File: config.mk
export PLATFORM = sky130hd
export DESIGN_NAME = mul_div_unit
export DESIGN_NICKNAME = d
export VERILOG_FILES = /design/src/rtl/mul_div_unit.sv
export SDC_FILE = /design/constraint.sdc
export NUM_CORES = 1
export LEC_CHECK = 0
export ABC_AREA = 1
export BUFFER_PORTS_ARGS = -buffer_cell sky130_fd_sc_hd__buf_2
export CAP_MARGIN = 20
export CORE_ASPECT_RATIO = 0.9
export CORE_MARGIN = 5
export CORE_UTILIZATION = 35
export CTS_CLUSTER_SIZE = 40
export DETAILED_ROUTE_END_ITERATION = 10
export HOLD_SLACK_MARGIN = 0.02
export PLACE_DENSITY = 0.48
export SYNTH_ARGS = -nofsm -noshare
export SYNTH_HDL_FRONTEND = slang
export SYNTH_SLANG_ARGS = --single-unit
File: constraint.sdc
create_clock -name MDU_clk -period 7.2 [get_ports MDU_clk]
set_clock_uncertainty 0.1 [all_clocks]
set_input_delay 1.44 -clock MDU_clk [delete_from_list [all_inputs] [get_ports MDU_clk]]
set_output_delay 1.44 -clock MDU_clk [all_outputs]
set_load 0.05 [all_outputs]
File: src/rtl/mul_div_unit.sv
// Sequential multiply/divide unit with HI/LO result registers.
// MULT/MULTU/DIV/DIVU take WIDTH+1 cycles; MTHI/MTLO write in one cycle.
module mul_div_unit #(
  parameter int WIDTH = 32
) (
  input  logic             MDU_clk,
  input  logic             MDU_reset,
  input  logic             MDU_start,
  input  logic [2:0]       MDU_op,
  input  logic [WIDTH-1:0] MDU_operand_1,
  input  logic [WIDTH-1:0] MDU_operand_2,
  input  logic             MDU_flush,
  output logic [WIDTH-1:0] MDU_hi,
  output logic [WIDTH-1:0] MDU_lo,
  output logic             MDU_busy,
  output logic             MDU_done,
  output logic             MDU_div_zero
);

  localparam int CW = $clog2(WIDTH + 1);

  typedef enum logic [1:0] {IDLE, CALC, FIX} state_t;

  state_t             state, state_next;
  logic [CW-1:0]      count;
  logic [2*WIDTH-1:0] acc;       // {product hi, product lo} or {remainder, quotient}
  logic [WIDTH-1:0]   divisor;   // multiplicand or divisor magnitude
  logic               is_div;
  logic               neg_q;
  logic               neg_r;
  logic               zero_div;

  // Issue decode
  logic             start_ok, start_arith, start_mthi, start_mtlo;
  logic             signed_op, a_neg, b_neg;
  logic [WIDTH-1:0] a_mag, b_mag;

  assign start_ok    = MDU_start && (state == IDLE) && !MDU_flush;
  assign start_arith = start_ok && !MDU_op[2];
  assign start_mthi  = start_ok && (MDU_op == 3'b100);
  assign start_mtlo  = start_ok && (MDU_op == 3'b101);
  assign signed_op   = !MDU_op[0];
  assign a_neg       = signed_op && MDU_operand_1[WIDTH-1];
  assign b_neg       = signed_op && MDU_operand_2[WIDTH-1];
  assign a_mag       = a_neg ? -MDU_operand_1 : MDU_operand_1;
  assign b_mag       = b_neg ? -MDU_operand_2 : MDU_operand_2;
  assign MDU_busy    = (state != IDLE);

  always_comb begin
    // NOTE: every always_comb output gets a default first so no path leaves it unassigned (no latch).
    state_next = state;
    case (state)
      IDLE:    if (start_arith) state_next = CALC;
      CALC:    if (count == CW'(WIDTH - 1)) state_next = FIX;
      FIX:     state_next = IDLE;
      default: state_next = IDLE;
    endcase
    if (MDU_flush) state_next = IDLE;
  end

  // One iteration of shift-add multiply and restoring divide
  logic [WIDTH:0]     mul_sum, div_shift, div_trial;
  logic [2*WIDTH-1:0] mul_next, div_next;

  always_comb begin
    mul_sum   = {1'b0, acc[2*WIDTH-1:WIDTH]} + (acc[0] ? {1'b0, divisor} : '0);
    mul_next  = {mul_sum, acc[WIDTH-1:1]};
    div_shift = {acc[2*WIDTH-1:WIDTH], acc[WIDTH-1]};
    div_trial = div_shift - {1'b0, divisor};
    if (div_trial[WIDTH])
      div_next = {div_shift[WIDTH-1:0], acc[WIDTH-2:0], 1'b0};
    else
      div_next = {div_trial[WIDTH-1:0], acc[WIDTH-2:0], 1'b1};
  end

  // Sign correction. With a zero divisor the remainder path shifts the dividend
  // magnitude back out unchanged, so sign-correcting it restores the raw operand.
  logic [2*WIDTH-1:0] prod_fixed;
  logic [WIDTH-1:0]   quo, rem, res_hi, res_lo;

  always_comb begin
    prod_fixed = neg_q ? -acc : acc;
    quo        = acc[WIDTH-1:0];
    rem        = acc[2*WIDTH-1:WIDTH];
    if (is_div) begin
      res_lo = zero_div ? '1 : (neg_q ? -quo : quo);
      res_hi = neg_r ? -rem : rem;
    end else begin
      res_lo = prod_fixed[WIDTH-1:0];
      res_hi = prod_fixed[2*WIDTH-1:WIDTH];
    end
  end

  always_ff @(posedge MDU_clk) begin
    // NOTE: sequential state uses non-blocking assignments so every register samples pre-edge values.
    if (MDU_reset) state <= IDLE;
    else           state <= state_next;
  end

  always_ff @(posedge MDU_clk) begin
    if (MDU_reset) begin
      count        <= '0;
      acc          <= '0;
      divisor      <= '0;
      is_div       <= 1'b0;
      neg_q        <= 1'b0;
      neg_r        <= 1'b0;
      zero_div     <= 1'b0;
      MDU_hi       <= '0;
      MDU_lo       <= '0;
      MDU_done     <= 1'b0;
      MDU_div_zero <= 1'b0;
    end else begin
      MDU_done <= 1'b0;
      if (start_arith) begin
        acc          <= {{WIDTH{1'b0}}, a_mag};
        divisor      <= b_mag;
        is_div       <= MDU_op[1];
        neg_q        <= a_neg ^ b_neg;
        neg_r        <= a_neg;
        zero_div     <= MDU_op[1] && (MDU_operand_2 == '0);
        count        <= '0;
        MDU_div_zero <= 1'b0;
      end
      if (state == CALC) begin
        acc   <= is_div ? div_next : mul_next;
        count <= count + CW'(1);
      end
      if (state == FIX && !MDU_flush) begin
        MDU_hi       <= res_hi;
        MDU_lo       <= res_lo;
        MDU_done     <= 1'b1;
        MDU_div_zero <= zero_div;
      end
      if (start_mthi) MDU_hi <= MDU_operand_1;
      if (start_mtlo) MDU_lo <= MDU_operand_1;
    end
  end

endmodule
==> run_results.csv, run 1 <==
group,metric,value,unit
run_status,status,"finished, final reports clean",
critical_path,worstPathCellList,"buf_2, inv_1, nand4_1, nor2_4, buf_4, inv_2, nand2_1, buf_4, inv_2, a221oi_1",
die,die_w,243,um
pwr,irDropWorstVdd,0.176,mV
timing,drv_slew,0,
clock_network,cts_made_buffers,17,
clock_network,clk_pin_slew,0.08,ns
clock_network,cts_resized,0,
logic_synthesis,synth_ff_type,"dfxtp_1",
job,drv_cap,0,
timing,max_slew_margin,34.2,%
clock_network,cts_hold_buf,0,
timing,max_freq,259,MHz
routing,dr.pass1.iters,6,
timing,rsz0062_at_grt,"false",
timing,final.setup.tns,0,ns
routing,vias_per_cell,5.44,
routing,wl_met2,30.4,mm
place,io_buffer_count,137,
logic_synthesis,ys_warn_count,0,
timing,hold_viol_final,0,
cells_and_area,nets,3238,
cells_and_area,multi_input_area,0.0114,mm^2
pwr,powerDensity,149,mW/mm^2
global_routing,grt_pass1_wl,113,mm
logic_synthesis,syn_inst,3027,
cells_and_area,final_layout_size_suffix_gt1_share,9.33,%
critical_path,crit_type,"in -> reg",
timing,setup_viol,0,
hold_path,holdCritPathClass,"reg -> reg",
cells_and_area,final_common_cell,"nand2_1",
logic_synthesis,netlist_area,0.0171,mm^2
logic_synthesis,synth_top_cell_area_share,20.3,%
critical_path,crit_path_max_incr_delay,0.50,ns
logic_synthesis,syn-num-nets,3169,
clock_network,clock_latency,0.49,ns
global_routing,grt_usage,27.9,%
routing,drc,0,
place,dpl_cell_area,0.0183,mm^2
global_routing,grt_max_degree,91,
cells_and_area,synthToLayoutAreaGrowth,11.1,%
critical_path,endpoint_kind,"register",
logic_synthesis,synth_top_cell_by_area,"dfxtp_1",
clock_network,cts_setup_buffers,0,
logic_synthesis,synth_edf_count,0,
routing,drt_iter0_markers,2182,
cells_and_area,final_core_util,39.5,%
logic_synthesis,yosys-top-cells-area,"dfxtp_1 (20%), nand2_1 (18%), inv_1 (9.9%)",
cells_and_area,final_cell_mix,"nand2_1 (812), inv_1 (449), nand3_1 (314)",
clock_network,htree_levels,4,
place,pre_cts_slack,2.85,ns
cells_and_area,nFillCells,5452,
die,die_area,0.0535,mm^2
critical_path,required,7.50,ns
die,die_h,220,um
critical_path,arrival,4.15,ns
logic_synthesis,synth_seq_cells,174,
timing,worstMarginPinSlew,0.986,ns
logic_synthesis,synth_cell_types,54,
clock_network,clockBufferDepth,2,
cells_and_area,final_area,0.0190,mm^2
routing,dr_wl_met3,7.84,mm
pwr,leakagePower,9.39,nW
timing,period_share,53.5,%
cells_and_area,ff_latch_area,0.00349,mm^2
routing,highest_layer,"met5",
timing,period_minus_slack,3.85,ns
routing,wl_per_cell,20.7,um
routing,met1_length,37.0,mm
logic_synthesis,synth-seq-area-share,20.3,%
routing,wirelength,77.3,mm
die,ioPinCount,138,
die,core-area,0.0481,mm^2
critical_path,slowest_stage,"inv_2",
routing,ant_nets,0,
die,rows,76,
place,gp_congestion,0.948,
global_routing,grt_overflow_total,0,
logic_synthesis,async_flop_share,0,%
critical_path,critPathMaxFanout,54,
die,initial_core_util,35.6,%
routing,dr_total_vias,20300,
critical_path,start_kind,"input pin",
timing,postLayoutSetupSlackWorst,3.35,ns
logic_synthesis,syn-mean-instance-area,5.66,um^2
clock_network,clockRootBuffer,"clkbuf_16",
global_routing,grt_pass1_vias,18500,
place,dpl.hpwl,61.5,mm
clock_network,cts_tree,"built",
global_routing,antenna_found_initial,2,
clock_network,clkSinkCount,174,
[power by group]
part | internal, mW | total [mW] | switching [mW]
Sequential | 0.990 | 1.03 | 0.0365
Combinational | 0.197 | 0.706 | 0.509
Clock | 0.662 | 1.11 | 0.449
Total | 1.85 | 2.84 | 0.994
[cells by family after synthesis]
logic type	Yosys count	share of synthesized area [%]
xor+xnor	40	2.05
compound gates	620	20.1
simple gates	1543	39.1
buf+inv	579	13.2
flops	174	20.3
fa+ha+maj	71	5.27
[synth_stat cells (10+ instances only)]
| cell type | number |
|---|---|
| buf_1 | 10 |
| nand3_2 | 14 |
| nand3_1 | 314 |
| nor3_1 | 41 |
| nand3b_1 | 20 |
| inv_2 | 13 |
| clkbuf_1 | 78 |
| o211ai_1 | 15 |
| nor2_1 | 254 |
| o221ai_1 | 15 |
| nand2_1 | 812 |
| a21oi_1 | 249 |
| nand2_2 | 12 |
| xor2_1 | 32 |
| a21oi_2 | 11 |
| ha_1 | 69 |
| a31oi_1 | 42 |
| buf_2 | 16 |
| nand4_1 | 33 |
| o21ai_0 | 233 |
| dfxtp_1 | 174 |
| o21ai_1 | 11 |
| inv_1 | 450 |
[routing by layer]
metal | vias to the layer above | global-route usage [%]
met4 | 2 | 8.57
met3 | 92 | 7.53
met5 | - | 0
met2 | 792 | 38.4
met1 | 9395 | 41.9
li1 | 10000 | -
[final timing paths]
kind / slack, ns / start / cells after the start / end
worst max-delay path: 3.35 / MDU_flush / 10 / acc[18]
worst max register to register: 3.62 / acc[48] / 14 / acc[61]
worst min register to register: 0.36 / count[4] / 2 / count[4]
worst min-delay path: 0.36 / count[4] / 2 / count[4]
[critical path: cells and delay by family]
kind	cells	cell delay, ns
AO/OA/AOI/OAI	1	0.40
buffers and inverters	6	1.87
AND/OR/NAND/NOR	3	0.42
[flip-flops by register name (all words and copies together) (netlist names)]
name and count:
MDU_div_zero 1, MDU_done 1, MDU_hi 32, MDU_lo 32, acc 64, count 6, divisor 32, is_div 1
neg_q 1, neg_r 1, state 2, zero_div 1
[per-stage QoR]
stage | std cells | hold WS, ns | total power [mW]
4_1_cts | 3732 | 0.365 | 2.85
2_1_floorplan | 3027 | 0.335 | 1.51
5_1_grt | 3733 | 0.391 | 2.98
3_5_place_dp | 3700 | 0.356 | 1.74
3_3_place_gp | 3699 | 0.344 | 1.73
6_report | 3735 | 0.364 | 2.84
[final cells by class]
class                   count  share of cell area [%]
inverters                 466                    9.19
flip-flops and latches    174                    18.3
multi-input cells        2274                    60.0
well taps                 624                    4.10
repair buffers            163                    4.79
clock inverters            13                    1.24
diodes                      2                  0.0263
clock buffers              19                    2.33
No activity file was read; power rests on OpenSTA's default activity.
==> run 2, diff against run 1 <==
--- a/config.mk
+++ b/config.mk
@@ -14,7 +14,7 @@
 export CTS_CLUSTER_SIZE = 40
 export DETAILED_ROUTE_END_ITERATION = 10
 export HOLD_SLACK_MARGIN = 0.02
-export PLACE_DENSITY = 0.48
+export PLACE_DENSITY = 0.5
 export SYNTH_ARGS = -nofsm -noshare
 export SYNTH_HDL_FRONTEND = slang
 export SYNTH_SLANG_ARGS = --single-unit
==> constraint.sdc (replaced) <==
create_clock -name MDU_clk -period 3.28 [get_ports MDU_clk]
set_clock_uncertainty 0.1 [all_clocks]
set_input_delay 0.656 -clock MDU_clk [delete_from_list [all_inputs] [get_ports MDU_clk]]
set_output_delay 0.656 -clock MDU_clk [all_outputs]
set_load 0.05 [all_outputs]
==> run 2 against run 1 <==
Sequential share of layout area fell by 0.25 points. Non-clock buffer count rose by 44. Power rose by 110%. Final area rose by 1.4%. Critical path type is now reg -> reg. Largest cell class unchanged.
==> run_results.csv, run 2 (synthesis results as in run 1) <==
group,metric,value,unit
timing,hold_viol_final,0,
timing,setup_viol,0,
hold_path,holdCritPathClass,"reg -> reg",
pwr,p_total,6.01,mW
cells_and_area,largest_reg_flops,64,
critical_path,timing.rr.start,"acc[0]",
pwr,switching_share,37.2,%
global_routing,antenna_found_initial,2,
die,rows,76,
global_routing,grt_max_degree,110,
timing,rsz0062_at_grt,"false",
place,dp_cells,3745,
hold_path,min-delay-start,"MDU_lo[4]",
clock_network,cts_tree,"built",
routing,wirelength,78.4,mm
hold_path,whs_path_depth,2,
hold_path,worstHoldEndpoint,"MDU_lo[4]",
die,die_area,0.0535,mm^2
clock_network,cts_resized,0,
global_routing,grt_usage,28.4,%
timing,period_share,91.1,%
die,ioPinCount,138,
pwr,seq_power_share,37.5,%
critical_path,start_kind,"register",
timing,max_slew_margin,50.4,%
cells_and_area,final_cell_mix,"nand2_1 (812), inv_1 (449), nand3_1 (314)",
critical_path,endpoint_kind,"register",
die,core-area,0.0481,mm^2
timing,finalHoldWorstSlack,0.362,ns
critical_path,crit_type,"reg -> reg",
critical_path,required,3.59,ns
global_routing,grt_pass1_wl,116,mm
job,drv_cap,0,
clock_network,htree_levels,4,
clock_network,cts_setup_buffers,0,
die,die_w,243,um
global_routing,grt_overflow_total,0,
pwr,power.internal,3.77,mW
cells_and_area,nets,3282,
cells_and_area,regMostFlops,"acc",
routing,ant_nets,0,
clock_network,clk_pin_slew,0.07,ns
place,gp_congestion,1.02,
clock_network,clkSinkCount,174,
clock_network,clockRootBuffer,"clkbuf_16",
cells_and_area,final_layout_size_suffix_gt1_share,10.6,%
routing,drt_iter0_markers,2351,
place,io_buffer_count,137,
pwr,powerDensity,312,mW/mm^2
routing,wl_per_cell,20.8,um
timing,worstMarginPinSlew,0.743,ns
cells_and_area,fin_cells,3778,
pwr,clockPowerShare,36.0,%
critical_path,arrival,3.30,ns
critical_path,worstRegToRegCells,13,
pwr,p_switching,2.23,mW
clock_network,cts_hold_buf,0,
clock_network,clockBufferDepth,2,
run_status,status,"finished, final reports clean",
routing,dr_total_vias,20600,
critical_path,r2r_end,"acc[55]",
global_routing,grt_pass1_vias,18900,
critical_path,r2r_slack,0.29,ns
pwr,power_frac_comb,26.5,%
cells_and_area,synthToLayoutAreaGrowth,12.6,%
routing,drc,0,
die,die_h,220,um
cells_and_area,final_common_cell,"nand2_1",
routing,vias_per_cell,5.45,
critical_path,cp-startpoint,"acc[0]",
cells_and_area,nFillCells,5434,
timing,final.setup.tns,0,ns
clock_network,clock_latency,0.49,ns
critical_path,critPathMaxFanout,34,
timing,period_minus_slack,2.99,ns
die,initial_core_util,35.6,%
timing,max_freq,335,MHz
clock_network,cts_made_buffers,17,
pwr,irDropWorstVdd,0.279,mV
place,dpl.hpwl,62.2,mm
routing,dr.pass1.iters,8,
pwr,leakagePower,9.58,nW
timing,drv_slew,0,
-- run 2: cell types whose count changed in the layout (fill, tap and decap cells not counted), sizes merged --
cell	delta
buf	+44
bufinv	-4
inv	+3
clkinv	+2
clkbuf	-1
diode	-1
-- run 2: cell type report --
| cell class | instances | area, um^2 | area share [%] |
|---|---|---|---|
| multi-input cells | 2274 | 11400 | 59.2 |
| flip-flops and latches | 174 | 3490 | 18.1 |
| inverters | 466 | 1750 | 9.07 |
| repair buffers | 207 | 1250 | 6.49 |
| well taps | 624 | 781 | 4.05 |
| clock buffers | 18 | 439 | 2.28 |
| clock inverters | 14 | 156 | 0.811 |
| diodes | 1 | 2.50 | 0.0130 |
-- run 2: power groups by stage --
| stage | clock, mW | sequential (mW) | combinational [mW] |
|---|---|---|---|
| 6_report | 2.16 | 2.25 | 1.59 |
| 5_1_grt | 2.30 | 2.26 | 1.76 |
| 4_1_cts | 2.21 | 2.25 | 1.56 |
| 3_5_place_dp | 0 | 2.30 | 1.55 |
| 3_3_place_gp | 0 | 2.30 | 1.55 |
| 2_1_floorplan | 0 | 2.29 | 1.02 |
-- run 2: per-layer routing --
layer / track usage, % / wire, um
met1: 43.0 / 37900
met2: 39.6 / 30900
met4: 7.96 / 2060
met3: 6.80 / 7590
met5: 0 / 0
-- run 2: worst max path at each step --
stage	endpoint	slack, ns	cells after the start
4_1_cts	acc[61]	0.32	18
5_1_grt	acc[39]	0.03	17
3_3_place_gp	acc[61]	0.42	16
3_5_place_dp	acc[61]	0.35	18
2_1_floorplan	acc[41]	0.90	18
6_report	acc[55]	0.29	13
-- run 2: critical path, cell delays in order, from the launching register on --
cell	delay [ns]
dfxtp_1	0.33
buf_4	0.40
nand2_1	0.26
inv_1	0.10
ha_1	0.28
a21oi_1	0.23
inv_1	0.08
nor2_1	0.16
nand2_1	0.13
nand3_1	0.10
nand3_1	0.15
o21ai_0	0.30
nand3_1	0.11
a21oi_1	0.15
-- run 2: stage by stage --
step	util, %	instance area [um^2]	setup WS (ns)
floorplan	-	17100	0.902
global placement	38.8	18700	0.418
detailed placement	38.8	18700	0.353
CTS	40.1	19300	0.315
global route	40.1	19300	0.0317
finish	40.1	19300	0.292
==> run 3, diff against run 2 <==
--- a/config.mk
+++ b/config.mk
@@ -6,15 +6,16 @@
 export NUM_CORES = 1
 export LEC_CHECK = 0
 export ABC_AREA = 1
-export BUFFER_PORTS_ARGS = -buffer_cell sky130_fd_sc_hd__buf_2
 export CAP_MARGIN = 20
 export CORE_ASPECT_RATIO = 0.9
 export CORE_MARGIN = 5
 export CORE_UTILIZATION = 35
 export CTS_CLUSTER_SIZE = 40
 export DETAILED_ROUTE_END_ITERATION = 10
+export DONT_BUFFER_PORTS = 1
+export GPL_TIMING_DRIVEN = 0
 export HOLD_SLACK_MARGIN = 0.02
-export PLACE_DENSITY = 0.5
+export PLACE_DENSITY = 0.46
 export SYNTH_ARGS = -nofsm -noshare
 export SYNTH_HDL_FRONTEND = slang
 export SYNTH_SLANG_ARGS = --single-unit
==> constraint.sdc (replaced) <==
create_clock -name MDU_clk -period 2.95 [get_ports MDU_clk]
set_clock_uncertainty 0.1 [all_clocks]
set_input_delay 0.59 -clock MDU_clk [delete_from_list [all_inputs] [get_ports MDU_clk]]
set_output_delay 0.59 -clock MDU_clk [all_outputs]
set_load 0.05 [all_outputs]
==> run 3 against run 2 <==
Global-route usage increased by 4.7 points. Core utilization shrank 0.60 points. Count of clock-buffer cells in the layout up 1. Sequential power grew 13%.
==> run_results.csv, run 3 (synthesis results as in run 1) <==
group,metric,value,unit
timing,postLayoutSetupSlackWorst,0.0848,ns
die,core-area,0.0481,mm^2
die,die_area,0.0535,mm^2
global_routing,grt_pass1_wl,130,mm
hold_path,whs_path_depth,2,
critical_path,endpoint_kind,"register",
critical_path,critPathMaxFanout,10,
hold_path,min-delay-start,"MDU_operand_1[14]",
critical_path,r2r_slack,0.08,ns
critical_path,worstRegToRegCells,16,
timing,rsz0062_at_grt,"true",
pwr,leakagePower,8.86,nW
cells_and_area,ff_latch_area,0.00353,mm^2
routing,drt_iter0_markers,2508,
global_routing,grt_max_degree,17,
routing,ant_nets,0,
cells_and_area,final_layout_size_suffix_gt1_share,8.95,%
place,dpl.hpwl,75.8,mm
timing,period_minus_slack,2.87,ns
die,ioPinCount,138,
cells_and_area,largest_reg_flops,64,
routing,vias_per_cell,5.72,
cells_and_area,synthToLayoutAreaGrowth,10.9,%
die,die_w,243,um
routing,dr.pass1.iters,6,
cells_and_area,final_area,0.0190,mm^2
pwr,powerDensity,350,mW/mm^2
cells_and_area,final_cell_mix,"nand2_1 (792), inv_1 (445), nand3_1 (309)",
routing,drc,0,
clock_network,clockRootBuffer,"clkbuf_16",
die,rows,76,
critical_path,arrival,3.17,ns
die,die_h,220,um
place,gp_congestion,1.01,
timing,setup_viol,0,
critical_path,r2r_end,"acc[59]",
cells_and_area,regMostFlops,"acc",
critical_path,timing.rr.start,"acc[0]",
pwr,p_total,6.64,mW
clock_network,clock_latency,0.50,ns
timing,worstMarginPinSlew,1.13,ns
timing,period_share,97.1,%
cells_and_area,nets,3201,
timing,hold_viol_final,0,
critical_path,crit_type,"reg -> reg",
timing,max_freq,349,MHz
die,initial_core_util,35.6,%
clock_network,clk_pin_slew,0.07,ns
cells_and_area,final_common_cell,"nand2_1",
place,dpl_cell_area,0.0179,mm^2
run_status,status,"finished, final reports clean",
critical_path,start_kind,"register",
clock_network,cts_tree,"built",
global_routing,grt_overflow_total,0,
clock_network,htree_levels,4,
routing,wl_per_cell,24.7,um
place,io_buffer_count,0,
clock_network,clockBufferDepth,2,
cells_and_area,nFillCells,5603,
routing,wirelength,91.2,mm
hold_path,holdCritPathClass,"in -> reg",
timing,max_slew_margin,24.9,%
pwr,irDropWorstVdd,0.525,mV
routing,dr_total_vias,21100,
cells_and_area,n_antenna_cell,0,
hold_path,worstHoldEndpoint,"MDU_hi[14]",
critical_path,required,3.26,ns
clock_network,clkSinkCount,174,
place,pre_cts_slack,-0.547,ns
cells_and_area,multi_input_area,0.0117,mm^2
global_routing,grt_pass1_vias,19200,
global_routing,antenna_found_initial,5,
timing,drv_slew,0,
clock_network,cts_made_buffers,17,
job,drv_cap,0,
global_routing,grt_usage,33.1,%
## run 3: changes by cell type in the layout (fill, tap and decap cells not counted), sizes merged
cell / previous run / this run
buf: 207 / 44
bufbuf: 0 / 1
bufinv: 2 / 0
clkbuf: 18 / 100
clkinv: 9 / 8
clkinvlp: 1 / 4
diode: 1 / 0
inv: 468 / 466
## run 3: per-layer routing
layer  global-route usage, %  part of all wire (%)
met2                    46.7                    40
met3                    8.17                    10
met4                    7.87                   2.1
met1                    50.0                    48
met5                       0                 0.014
## run 3: metrics by stage
stage / TNS, ns / hold slack (ns) / std cells / utilization, %
6_report: 0 / 0.158 / 3695 / 39.5
3_5_place_dp: -13.97 / 0.353 / 3651 / 37.2
4_1_cts: 0 / 0.135 / 3687 / 38.7
3_3_place_gp: -13.64 / 0.348 / 3651 / 37.2
5_1_grt: -0.0613 / 0.156 / 3695 / 39.5
2_1_floorplan: 0 / 0.335 / 3027 / -
## run 3: cell type report
type                    count  share of cell area [%]
clock inverters            12                   0.560
plain buffers             113                    2.78
well taps                 624                    4.11
inverters                 466                    9.23
repair buffers             13                   0.645
clock buffers              19                    2.38
multi-input cells        2274                    61.7
flip-flops and latches    174                    18.6
## run 3: power breakdown
| part | total (mW) | switching (mW) | internal, mW |
|---|---|---|---|
| Combinational | 1.79 | 1.29 | 0.500 |
| Sequential | 2.54 | 0.124 | 2.41 |
| Clock | 2.32 | 1.18 | 1.14 |
## run 3: critical path: stages (launching register included)
cell	delay, ns
dfxtp_1	0.33
buf_6	0.14
clkbuf_4	0.22
nand2_1	0.07
inv_1	0.22
ha_2	0.38
a21oi_1	0.22
nor2_1	0.09
nor2_1	0.12
nand2_1	0.07
a21oi_1	0.17
nand3_1	0.12
nand2_1	0.07
nor2_1	0.05
nor2_1	0.17
nand2_1	0.11
a21oi_2	0.11
## run 3: worst max-delay path by stage
stage / from / to / cells past startpoint / slack [ns]
CTS: acc[35] / acc[53] / 13 / 0.001
floorplan: acc[31] / acc[41] / 18 / 0.57
global placement: acc[32] / acc[59] / 18 / -0.51
global route: acc[0] / acc[63] / 17 / -0.03
finish: acc[0] / acc[59] / 16 / 0.08
detailed placement: acc[32] / acc[59] / 18 / -0.55
## run 3: what timing repair did
item,in CTS,in global routing
pin swaps,2,6
cloned,1,0
setup buffers,4,8
hold buffers,0,0
gates resized for setup,29,118
setup endpoints to repair,33,37
